[src/rtl/dm_arbiter_if.sv]
// Requester-side bundle of the data-memory arbiter: one instance per requester (core, debug/loader).
// The requester uses the master modport and the arbiter uses the slave modport.
interface dm_arbiter_if #(
    parameter int AW = 32,
    parameter int DW = 32
);
    logic              req;
    logic              we;
    logic [AW-1:0]     addr;
    logic [DW/8-1:0]   be;
    logic [DW-1:0]     wdata;
    logic              gnt;
    logic              rvalid;
    logic [DW-1:0]     rdata;
    logic              stall;

    modport master (
        output req, we, addr, be, wdata,
        input  gnt, rvalid, rdata, stall
    );

    modport slave (
        input  req, we, addr, be, wdata,
        output gnt, rvalid, rdata, stall
    );
endinterface

[src/rtl/dm_arbiter.sv]
// Single-port data-memory arbiter: core has priority, debug/loader is served within MAX_WAIT cycles.
// Optional macro DM_ARB_PERF_EN adds a saturating core/debug conflict counter output.
module dm_arbiter #(
    parameter int AW       = 32,
    parameter int DW       = 32,
    parameter int MAX_WAIT = 4
) (
    input  logic             clk,
    input  logic             rst_n,
    dm_arbiter_if.slave      core,
    dm_arbiter_if.slave      dbg,
    output logic             mem_en,
    output logic [DW/8-1:0]  mem_we,
    output logic [AW-1:0]    mem_addr,
    output logic [DW-1:0]    mem_wdata,
    input  logic [DW-1:0]    mem_rdata
`ifdef DM_ARB_PERF_EN
    ,
    output logic [31:0]      conflict_cnt
`endif
);
    localparam int            BW         = DW / 8;
    localparam logic [3:0]    MAX_WAIT_C = 4'(MAX_WAIT);
    localparam logic [AW-1:0] ADDR_MASK  = ~AW'(3);

    typedef enum logic [1:0] {
        OWN_NONE = 2'd0,
        OWN_CORE = 2'd1,
        OWN_DBG  = 2'd2
    } owner_t;

    logic [3:0]    wait_cnt_reg, wait_cnt_next;
    logic          lock_reg, lock_next;
    owner_t        rd_owner_reg, rd_owner_next;
    logic [DW-1:0] core_rdata_reg, core_rdata_next;
    logic [DW-1:0] dbg_rdata_reg, dbg_rdata_next;

    logic          dbg_win;
    logic          core_gnt;
    logic          dbg_gnt;
    logic          core_rvalid;
    logic          dbg_rvalid;

    logic          sel_we;
    logic [AW-1:0] sel_addr;
    logic [BW-1:0] sel_be;
    logic [DW-1:0] sel_wdata;

    // Debug wins when the core is idle, when it has waited long enough, or while a write burst holds the lock.
    // No grants at all while reset is asserted.
    always_comb begin
        dbg_win  = dbg.req & (~core.req | (wait_cnt_reg == MAX_WAIT_C) | lock_reg);
        core_gnt = rst_n & core.req & ~dbg_win;
        dbg_gnt  = rst_n & dbg_win;
    end

    always_comb begin
        sel_we    = 1'b0;
        sel_addr  = '0;
        sel_be    = '0;
        sel_wdata = '0;
        if (core_gnt) begin
            sel_we    = core.we;
            sel_addr  = core.addr;
            sel_be    = core.be;
            sel_wdata = core.wdata;
        end else if (dbg_gnt) begin
            sel_we    = dbg.we;
            sel_addr  = dbg.addr;
            sel_be    = dbg.be;
            sel_wdata = dbg.wdata;
        end
    end

    assign mem_en    = core_gnt | dbg_gnt;
    assign mem_addr  = sel_addr & ADDR_MASK;
    assign mem_wdata = sel_wdata;

    genvar gi;
    generate
        for (gi = 0; gi < BW; gi++) begin : g_mem_we
            assign mem_we[gi] = sel_be[gi] & sel_we;
        end
    endgenerate

    // Read data passes straight through in the return cycle; afterwards each port holds its last word.
    assign core_rvalid = rst_n & (rd_owner_reg == OWN_CORE);
    assign dbg_rvalid  = rst_n & (rd_owner_reg == OWN_DBG);

    assign core.gnt    = core_gnt;
    assign core.stall  = core.req & ~core_gnt;
    assign core.rvalid = core_rvalid;
    assign core.rdata  = core_rvalid ? mem_rdata : core_rdata_reg;

    // The debug port never stalls a pipeline; its stall mirrors the losing condition for observability.
    assign dbg.gnt     = dbg_gnt;
    assign dbg.stall   = dbg.req & ~dbg_gnt;
    assign dbg.rvalid  = dbg_rvalid;
    assign dbg.rdata   = dbg_rvalid ? mem_rdata : dbg_rdata_reg;

    always_comb begin
        wait_cnt_next = wait_cnt_reg;
        if (dbg_gnt || !dbg.req) begin
            wait_cnt_next = '0;
        end else if (wait_cnt_reg != MAX_WAIT_C) begin
            wait_cnt_next = wait_cnt_reg + 4'd1;
        end

        lock_next = dbg.req & (lock_reg | (dbg_gnt & dbg.we));

        rd_owner_next = OWN_NONE;
        if (core_gnt && !core.we) begin
            rd_owner_next = OWN_CORE;
        end else if (dbg_gnt && !dbg.we) begin
            rd_owner_next = OWN_DBG;
        end

        core_rdata_next = core_rvalid ? mem_rdata : core_rdata_reg;
        dbg_rdata_next  = dbg_rvalid ? mem_rdata : dbg_rdata_reg;
    end

    always_ff @(posedge clk) begin
        if (!rst_n) begin
            wait_cnt_reg   <= '0;
            lock_reg       <= 1'b0;
            rd_owner_reg   <= OWN_NONE;
            core_rdata_reg <= '0;
            dbg_rdata_reg  <= '0;
        end else begin
            wait_cnt_reg   <= wait_cnt_next;
            lock_reg       <= lock_next;
            rd_owner_reg   <= rd_owner_next;
            core_rdata_reg <= core_rdata_next;
            dbg_rdata_reg  <= dbg_rdata_next;
        end
    end

`ifdef DM_ARB_PERF_EN
    logic [31:0] conflict_cnt_reg;

    always_ff @(posedge clk) begin
        if (!rst_n) begin
            conflict_cnt_reg <= '0;
        end else if (core.req && dbg.req && (conflict_cnt_reg != 32'hFFFF_FFFF)) begin
            conflict_cnt_reg <= conflict_cnt_reg + 32'd1;
        end
    end

    assign conflict_cnt = conflict_cnt_reg;
`endif

endmodule

[src/flat_wrapper.sv]
// flat-port wrapper written by rule: the top's interface ports become plain ports
module dm_arbiter_flat 
#(
    parameter int AW       = 32,
    parameter int DW       = 32,
    parameter int MAX_WAIT = 4
)
  (clk, rst_n, mem_en, mem_we, mem_addr, mem_wdata, mem_rdata, core_req, core_we, core_addr, core_be, core_wdata, core_gnt, core_rvalid, core_rdata, core_stall, dbg_req, dbg_we, dbg_addr, dbg_be, dbg_wdata, dbg_gnt, dbg_rvalid, dbg_rdata, dbg_stall);
  dm_arbiter_if #(.AW(AW), .DW(DW)) core_i ();
  dm_arbiter_if #(.AW(AW), .DW(DW)) dbg_i ();
  input  logic clk;
  input  logic rst_n;
  output logic mem_en;
  output logic [DW/8-1:0] mem_we;
  output logic [AW-1:0] mem_addr;
  output logic [DW-1:0] mem_wdata;
  input  logic [DW-1:0] mem_rdata;
  input wire logic [$bits(core_i.req)-1:0] core_req;
  input wire logic [$bits(core_i.we)-1:0] core_we;
  input wire logic [$bits(core_i.addr)-1:0] core_addr;
  input wire logic [$bits(core_i.be)-1:0] core_be;
  input wire logic [$bits(core_i.wdata)-1:0] core_wdata;
  output wire logic [$bits(core_i.gnt)-1:0] core_gnt;
  output wire logic [$bits(core_i.rvalid)-1:0] core_rvalid;
  output wire logic [$bits(core_i.rdata)-1:0] core_rdata;
  output wire logic [$bits(core_i.stall)-1:0] core_stall;
  input wire logic [$bits(dbg_i.req)-1:0] dbg_req;
  input wire logic [$bits(dbg_i.we)-1:0] dbg_we;
  input wire logic [$bits(dbg_i.addr)-1:0] dbg_addr;
  input wire logic [$bits(dbg_i.be)-1:0] dbg_be;
  input wire logic [$bits(dbg_i.wdata)-1:0] dbg_wdata;
  output wire logic [$bits(dbg_i.gnt)-1:0] dbg_gnt;
  output wire logic [$bits(dbg_i.rvalid)-1:0] dbg_rvalid;
  output wire logic [$bits(dbg_i.rdata)-1:0] dbg_rdata;
  output wire logic [$bits(dbg_i.stall)-1:0] dbg_stall;
  assign core_i.req = core_req;
  assign core_i.we = core_we;
  assign core_i.addr = core_addr;
  assign core_i.be = core_be;
  assign core_i.wdata = core_wdata;
  assign core_gnt = core_i.gnt;
  assign core_rvalid = core_i.rvalid;
  assign core_rdata = core_i.rdata;
  assign core_stall = core_i.stall;
  assign dbg_i.req = dbg_req;
  assign dbg_i.we = dbg_we;
  assign dbg_i.addr = dbg_addr;
  assign dbg_i.be = dbg_be;
  assign dbg_i.wdata = dbg_wdata;
  assign dbg_gnt = dbg_i.gnt;
  assign dbg_rvalid = dbg_i.rvalid;
  assign dbg_rdata = dbg_i.rdata;
  assign dbg_stall = dbg_i.stall;
  dm_arbiter #(.AW(AW), .DW(DW), .MAX_WAIT(MAX_WAIT)) u_core (.clk(clk), .rst_n(rst_n), .core(core_i), .dbg(dbg_i), .mem_en(mem_en), .mem_we(mem_we), .mem_addr(mem_addr), .mem_wdata(mem_wdata), .mem_rdata(mem_rdata));
endmodule
[config.mk]
export PLATFORM = sky130hd
export DESIGN_NAME = dm_arbiter_flat
export DESIGN_NICKNAME = d
export VERILOG_FILES = /design/src/rtl/dm_arbiter_if.sv /design/src/rtl/dm_arbiter.sv /design/src/flat_wrapper.sv
export SDC_FILE = /design/constraint.sdc
export NUM_CORES = 1
export LEC_CHECK = 0
export CAP_MARGIN = 5
export CORE_AREA = 3 3 119 121
export DETAILED_ROUTE_END_ITERATION = 7
export DIE_AREA = 0 0 122 124
export HOLD_SLACK_MARGIN = 0.08
export PLACE_DENSITY = 0.82
export SLEW_MARGIN = 40
export SYNTH_ARGS = -nofsm -noshare
export SYNTH_HDL_FRONTEND = slang
export SYNTH_SLANG_ARGS = --single-unit
[constraint.sdc]
create_clock -name clk -period 2.1 [get_ports clk]
set_input_delay 0.525 -clock clk [delete_from_list [all_inputs] [get_ports clk]]
set_output_delay 0.525 -clock clk [all_outputs]
set_load 0.02 [all_outputs]
==> metrics, run 1 <==
Worst EP arrival 1.99 ns; starting density of the core just under 30%; Syn Std Cell Area 3840 sq um; vias in the first global route 4,447; NumNets Final 880; hold path startpoint rst_n; Antenna Violating Nets Remaining 0; depth of the CTS H-tree 3; register area share after synthesis 37.0%; CTS tree yes; Num CTS Buffers 9; hold slack final 0.492 ns; root buf cell clkbuf_16; first-pass GRT wire length approximately 26 mm; Ports between 300 and 400; largest net degree at the start of global routing 45; CTS Buffer Depth 2; flop-to-flop setup slack approximately 0.20 ns; Hold Path End u_core.rd_owner_reg[0]; FMAX 0.398 GHz; RSZ-0062 raised after global routing yes; gp weighted congestion 0.955; grt total ovfl 0; row count 42; top cells by area, synth dfxtp_1, mux2_4, a22o_1, and2_1, buf_6; Synth Area per Inst 11.5 sq um; DRC 0; clock-pin slew on the worst setup and hold paths roughly 0.06 ns; status finished, violations left; count leader, synth dfxtp_1; hold path cells 3; die area 15,100 sq um; antenna violations before repair 1; Setup Crit Path Kind register to primary output; final setup margin -0.411 ns; post-synth top area cell dfxtp_1; post-layout util 65.0%; Port Buffers 306; Worst Path Required 1.57 ns; crit-path cells inv_2 > ha_4 > and4b_2 > nor3_4 > buf_6 > buf_6 > buf_16 > a22o_1 > buf_6; Hold Path Class input pin to register; Avg WL per Cell 21.1 microns; Initial DRT Pass Iterations 4; gr usage total 23.1%; latest clock arrival within the worst-skew pair 0.33 ns; R2R cell count 10; Vias/cell 4.74; Max-Cap Viols 0; #FFs+latches synth 71; worst r2r src u_core.rd_owner_reg[1]; Post-synth top cells dfxtp_1, and2_1, a22o_1; core area 13,200 sq um; # clock sinks 71; Final Hold Viols 0; count of final setup violators 99; ys flop type dfxtp_1; DRT iter0 DRCs 125; Setup crit start u_core.wait_cnt_reg[0]; Gate Count Post-Synth approximately 330; Critical Path Start Type register; design area 8570 sq um; CP dominant cell by count buf_6; Pwr Total 4180 uW; fin crit share 120%; Routed WL 18.7 mm; fraction of registers with async set/reset 0%; Netlist cell types 31; Post-synth EDFFs 0; Die X 122 microns; Syn. warnings 0; share of cells above drive strength 1 45.6%; max incr delay on CP 0.33 ns; Max Slew Vio Count 0; critical path peak fanout 9; Cell Area, Placed approximately 7200 sq um; Area Overhead vs Synth 123%; violated checks negative setup slack; worst r2r dst u_core.core_rdata_reg[13]; Leakage Power 0.00406 uW; post-synth top area share 37.0%; minimum clock period 2.51 ns; clk_skew 0.00504 ns; slowest CP cell dfxtp_2; CP endpoint kind primary output; Power Density 488 nW/um^2; cts hold-fix bufs 0; die height 124 microns; vias approximately 4,200; worst vdd ir 0.272 mV; hpwl dp 13.4 mm
-- worst max-delay path, delay by kind of cell, from the launching register on --
kind                     cells  cell delay, ns
AND/OR/NAND/NOR              2            0.40
flip-flops                   1            0.33
AO/OA/AOI/OAI                1            0.18
adder cells (fa/ha/maj)      1            0.16
buffers and inverters        5            0.57
-- logic make-up after synthesis --
| family | Yosys count | share of synthesized area, % |
|---|---|---|
| buffers and inverters | 34 | 5.87 |
| AO/OA/AOI/OAI | 70 | 16.0 |
| multiplexers | 65 | 24.7 |
| adder cells (fa/ha/maj) | 2 | 0.652 |
| flip-flops | 71 | 37.0 |
| AND/OR/NAND/NOR | 89 | 15.4 |
| XOR/XNOR | 1 | 0.228 |
| other | 1 | 0.0977 |
-- stage by stage --
stage          setup WS, ns  TNS, ns  cells
5_1_grt              -0.478   -33.14    886
4_1_cts              -0.461   -32.86    879
6_report             -0.411   -25.97    886
3_5_place_dp          -1.07   -98.06    811
3_3_place_gp          -1.03   -94.99    811
2_1_floorplan        0.0637        0    334
-- layout make-up --
type | instances | area (sq um)
Antenna cell | 1 | 2.50
Fill cell | 1001 | 4620
Inverter | 4 | 15.0
Tap cell | 176 | 220
Timing Repair Buffer | 389 | 4320
Sequential cell | 71 | 1430
Clock buffer | 10 | 239
Multi-Input combinational cell | 229 | 2280
Clock inverter | 6 | 60.1
-- routing by layer --
| layer | up-vias | track usage [%] | routed length (microns) |
|---|---|---|---|
| li1 | 1949 | - | - |
| met3 | 42 | 7.36 | 1440 |
| met4 | 0 | 11.9 | 728 |
| met2 | 215 | 43.1 | 10400 |
| met1 | 1995 | 23.0 | 6140 |
| met5 | - | 0 | 0 |
-- power by group --
group / switching (uW) / internal (uW)
clock: 563 / 944
combinational: 511 / 781
sequential: 8.79 / 1370
-- worst max path at each step --
stage                    end  slack (ns)  depth (start not counted)
3_5_place_dp    mem_addr[28]       -1.07                          6
5_1_grt        mem_wdata[13]       -0.48                          9
4_1_cts         mem_addr[23]       -0.46                          9
6_report       mem_wdata[13]       -0.41                          9
3_3_place_gp    mem_wdata[4]       -1.03                          6
2_1_floorplan  mem_wdata[10]        0.06                          7
-- cell usage in the layout (no fill, tap or decap), types with 2 or more instances in the layout --
cell	n
buf_12	11
inv_2	2
clkinvlp_4	2
buf_2	8
o21a_1	2
buf_4	31
a32o_2	4
dfxtp_2	4
clkbuf_16	12
dfxtp_1	67
buf_6	150
clkdlybuf4s50_1	166
inv_1	2
mux2_4	63
conb_1	2
and2_1	70
a22o_1	58
nand3b_4	2
nor2b_1	2
clkdlybuf4s15_1	2
nand2_1	2
nor3_1	3
buf_16	10
a22o_4	4
clkinv_2	3
buf_8	6
-- timing repair --
item	in CTS	in global routing
pin swaps	10	16
buffers inserted	40	14
gates cloned	12	3
gates resized for setup	820	51
endpoints found under the setup margin	136	121
Note: power is estimated with default switching activity, not from simulation.
==> run 2: changes to the inputs <==
GPL_ROUTABILITY_DRIVEN = 0   (was default)
clock period = 2.5 ns   (was 2.1 ns; I/O delays follow)
==> metrics, run 2 (synthesized netlist as in run 1, its figures left out) <==
status finished, violations left; violated checks negative setup slack; max incr delay on CP 0.27 ns; hold path cells 2; first-pass GRT wire length about 25 mm; gr usage total between 20% and 30%; fin crit share 104%; vias 4,010; depth of the CTS H-tree 3; hold path startpoint u_core.wait_cnt_reg[0]; core area 13,200 sq um; CP endpoint kind primary output; grt total ovfl 0; ANT cells 0; Port Buffers 306; pre-CTS setup slack -0.876 ns; most common cell after layout, fill and taps aside clkdlybuf4s50_1; Worst EP arrival 1.98 ns; NumNets Final 842; most frequent cells in the layout clkdlybuf4s50_1, buf_6, and2_1, dfxtp_1, mux2_4; Final Hold Viols 0; R2R cell count 5; Pwr Total around 3500 uW; # clock sinks 71; Antenna Violating Nets Remaining 0; clock-pin slew on the worst setup and hold paths 0.05 ns; crit-path cells clkdlybuf4s15_2 > and4b_2 > nor3_4 > buf_6 > buf_12 > buf_16 > a22o_1 > buf_6; latest clock arrival within the worst-skew pair roughly 0.33 ns; Num CTS Buffers 9; global routing usage on met2 39.8%; worst path bufs/invs 5; Non-Filler Instances 847; Hold Path Class register to register; Routed WL 17.4 mm; minimum clock period about 2.6 ns; Area Overhead vs Synth 104%; CTS tree yes; setup TNS -3.14 ns; Ports about 310; Initial DRT Pass Iterations 4; GR peak layer met2; Max Slew Vio Count 0; Worst Path Required 1.88 ns; FILL cells ~1,100; count of final setup violators 56; crit-path leading delay family buffers and inverters; worst r2r src u_core.rd_owner_reg[1]; Avg WL per Cell approximately 21 microns; flop-to-flop setup slack about 1.1 ns; worst r2r dst u_core.core_rdata_reg[31]; row count 42; root buf cell clkbuf_16; Critical Path Start Type input pin; DRT iter0 DRCs roughly 160; worst vdd ir 0.227 mV; Vias/cell 4.73; GR Util met3 6.40%; final setup margin -0.101 ns; met1 Use GR 22.3%; starting density of the core approximately 29%; DRC 0; clk_skew 0.00378 ns; die area about 15,000 sq um; critical path peak fanout 7; largest net degree at the start of global routing 39; share of cells above drive strength 1 about 38%; cell total after placement 807; Power Density 444 nW/um^2; die height 124 microns; hpwl dp 13.3 mm; Die X 122 microns; RSZ-0062 raised after global routing yes; slowest CP cell and4b_2; Max-Cap Viols 0; FMAX about 0.38 GHz; vias in the first global route 4,338; CP dominant cell by count buf_6; CTS Buffer Depth 2; Hold Path End u_core.wait_cnt_reg[0]; Leakage Power 0.00371 uW; Setup Crit Path Kind input pin to primary output; antenna violations before repair 0
==> run 2: cell types whose count changed in the layout (fill, tap and decap cells not counted), moves of 4 or more <==
| cell | change |
|---|---|
| buf_16 | -4 |
| buf_2 | +9 |
| buf_4 | -11 |
| buf_6 | -79 |
| clkbuf_2 | +24 |
| clkdlybuf4s15_1 | +22 |
| mux2_2 | +5 |
| mux2_4 | -5 |
==> run 2: worst reg2reg max path, stage by stage, from the launching register on <==
cell	delay, ns
dfxtp_1	0.36
nand3b_4	0.20
buf_12	0.13
buf_12	0.14
mux2_2	0.34
and2_1	0.16
==> run 2: stage by stage <==
stage,hold slack (ns),cell area [sq um],utilization [%]
finish,0.540,7840,59.4
global route,0.564,7840,59.4
CTS,0.529,7910,60.0
detailed placement,0.498,7180,54.4
global placement,0.464,7180,54.4
floorplan,0.448,3840,-
==> run 2: how the worst max path moves through the flow <==
| stage | depth (start not counted) | endpoint | from |
|---|---|---|---|
| detailed placement | 6 | mem_addr[13] | dbg_req |
| CTS | 9 | mem_addr[23] | u_core.wait_cnt_reg[0] |
| floorplan | 6 | mem_wdata[13] | rst_n |
| finish | 8 | mem_wdata[24] | dbg_req |
| global placement | 6 | mem_addr[13] | dbg_req |
| global route | 8 | mem_wdata[5] | u_core.wait_cnt_reg[0] |
==> run 2: power by group <==
group	switching, uW	leakage, uW	internal, uW
registers	7.31	0.000575	1150
clock network	448	0.000151	870
logic	409	0.00298	591
==> run 2: layout make-up <==
cell class | instances | area (sq um) | area share [%]
Sequential cell | 71 | 1420 | 18.2
Clock inverter | 4 | 70.1 | 0.894
Timing Repair Buffer | 351 | 3610 | 46.0
Multi-Input combinational cell | 229 | 2260 | 28.9
Inverter | 4 | 15.0 | 0.192
Clock buffer | 12 | 236 | 3.02
Tap cell | 176 | 220 | 2.81
==> run 2: repair_timing <==
item,CTS,global route
cloned,10,1
setup endpoints to repair,136,116
resized for setup,547,81
hold buffers,0,0
buffers inserted,15,4
pin swaps,19,19
==> run 2: metal layers <==
layer | part of all wire, % | routed length (microns)
met1 | 34 | 5920
met2 | 53 | 9190
met3 | 8.5 | 1470
met4 | 4.6 | 798
met5 | 0 | 0
==> run 3: changes to the inputs <==
CTS_CLUSTER_SIZE = 12   (was default)
SKIP_LAST_GASP = 1   (was default)
==> metrics, run 3 (synthesized netlist as in run 1, its figures left out) <==
worst vdd ir around 0.23 mV; vias 4,085; Ports 313; DRT iter0 DRCs roughly 200; Avg WL per Cell 20.9 microns; Worst Path Required 1.88 ns; Worst EP arrival 1.99 ns; Leakage Power 0.00372 uW; root buf cell clkbuf_16; hold slack final 0.535 ns; latest clock arrival within the worst-skew pair 0.32 ns; Final Hold Viols 0; CP endpoint kind primary output; clk_skew 0.00280 ns; Initial DRT Pass Iterations 4; status finished, violations left; Max-Cap Viols 0; Area Overhead vs Synth 104%; setup TNS -3.27 ns; Cell Area, Placed 7180 sq um; crit-path leading delay family buffers and inverters; Vias/cell approximately 4.8; CTS Buffer Depth 2; antenna violations before repair 0; fin crit share 104%; slowest CP cell and4b_2; critical path peak fanout 10; FMAX 0.383 GHz; RSZ-0062 raised after global routing yes; most common cell after layout, fill and taps aside clkdlybuf4s50_1; most frequent cells in the layout clkdlybuf4s50_1, buf_6, and2_1, dfxtp_1, mux2_4; worst path bufs/invs 4; gr usage total 22.3%; Hold Path Class register to register; row count 42; Num CTS Buffers 9; die area 15,100 sq um; Non-Filler Instances 848; Critical Path Start Type input pin; max incr delay on CP roughly 0.27 ns; NumNets Final approximately 840; clock-pin slew on the worst setup and hold paths 0.05 ns; Routed WL 17.7 mm; flop-to-flop setup slack a little over 1 ns; DRC 0; Die X 122 microns; starting density of the core slightly below 30%; cell total after placement 807; share of cells above drive strength 1 39.1%; violated checks negative setup slack; depth of the CTS H-tree 3; final setup margin -0.110 ns; # clock sinks between 70 and 80; Max Slew Vio Count 0; Port Buffers 306; Setup Crit Path Kind input pin to primary output; first-pass GRT wire length 25.7 mm; ANT cells 0; CTS tree yes; die height 124 microns; vias in the first global route roughly 4,400; count of final setup violators 53; design area between 7000 and 8000 sq um; grt total ovfl 0; minimum clock period ~2.6 ns; core area about 13,000 sq um; Antenna Violating Nets Remaining 0; Power Density 445 nW/um^2; hpwl dp between 10 and 15 mm; largest net degree at the start of global routing 39; crit-path cells clkdlybuf4s15_2 > and4b_2 > nor3_4 > buf_4 > buf_16 > a22o_1 > buf_6
-- run 3: cell count changes in the layout (fill, tap and decap cells not counted) --
cell             change
buf_12               +1
clkbuf_2             +8
clkdlybuf4s15_1      -8
-- run 3: layer usage --
metal / GRT usage, % / vias up / routed length [microns]
met5: 0 / - / 0
met4: 12.3 / 0 / 810
met3: 4.95 / 52 / 1330
met2: 41.2 / 230 / 9520
met1: 23.6 / 1932 / 6060
li1: - / 1871 / -
-- run 3: power breakdown --
part           switching, uW  internal [uW]  leakage, uW
Sequential              7.27           1150     0.000575
Clock                    451            870     0.000151
Combinational            412            590      0.00300
Total                    871           2610      0.00372
-- run 3: cell type report --
| type | instances | area [sq um] |
|---|---|---|
| Fill cell | 1095 | 5370 |
| Timing Repair Buffer | 352 | 3590 |
| Multi-Input combinational cell | 229 | 2260 |
| Sequential cell | 71 | 1420 |
| Clock buffer | 12 | 236 |
| Tap cell | 176 | 220 |
| Clock inverter | 4 | 70.1 |
| Inverter | 4 | 15.0 |
-- run 3: stage by stage --
| step | setup slack [ns] | power (uW) | utilization, % |
|---|---|---|---|
| 2_1_floorplan | 0.278 | 1540 | - |
| 3_3_place_gp | -0.855 | 2080 | 54.4 |
| 3_5_place_dp | -0.876 | 2090 | 54.4 |
| 4_1_cts | -0.207 | 3510 | 59.7 |
| 5_1_grt | -0.170 | 3620 | 59.3 |
| 6_report | -0.110 | 3480 | 59.3 |
-- run 3: worst paths after layout --
check | from | endpoint | cells after the start
worst max-delay path | dbg_req | mem_addr[27] | 7
worst min-delay path | u_core.lock_reg | u_core.lock_reg | 1
worst max register to register | u_core.rd_owner_reg[0] | u_core.dbg_rdata_reg[31] | 5
worst min register to register | u_core.lock_reg | u_core.lock_reg | 1
-- run 3: repair_timing --
item,in CTS,in global routing
buffers inserted,15,5
pin swaps,19,18
resized for setup,534,104
cloned,10,1
setup endpoints to repair,136,116
hold buffers,0,0
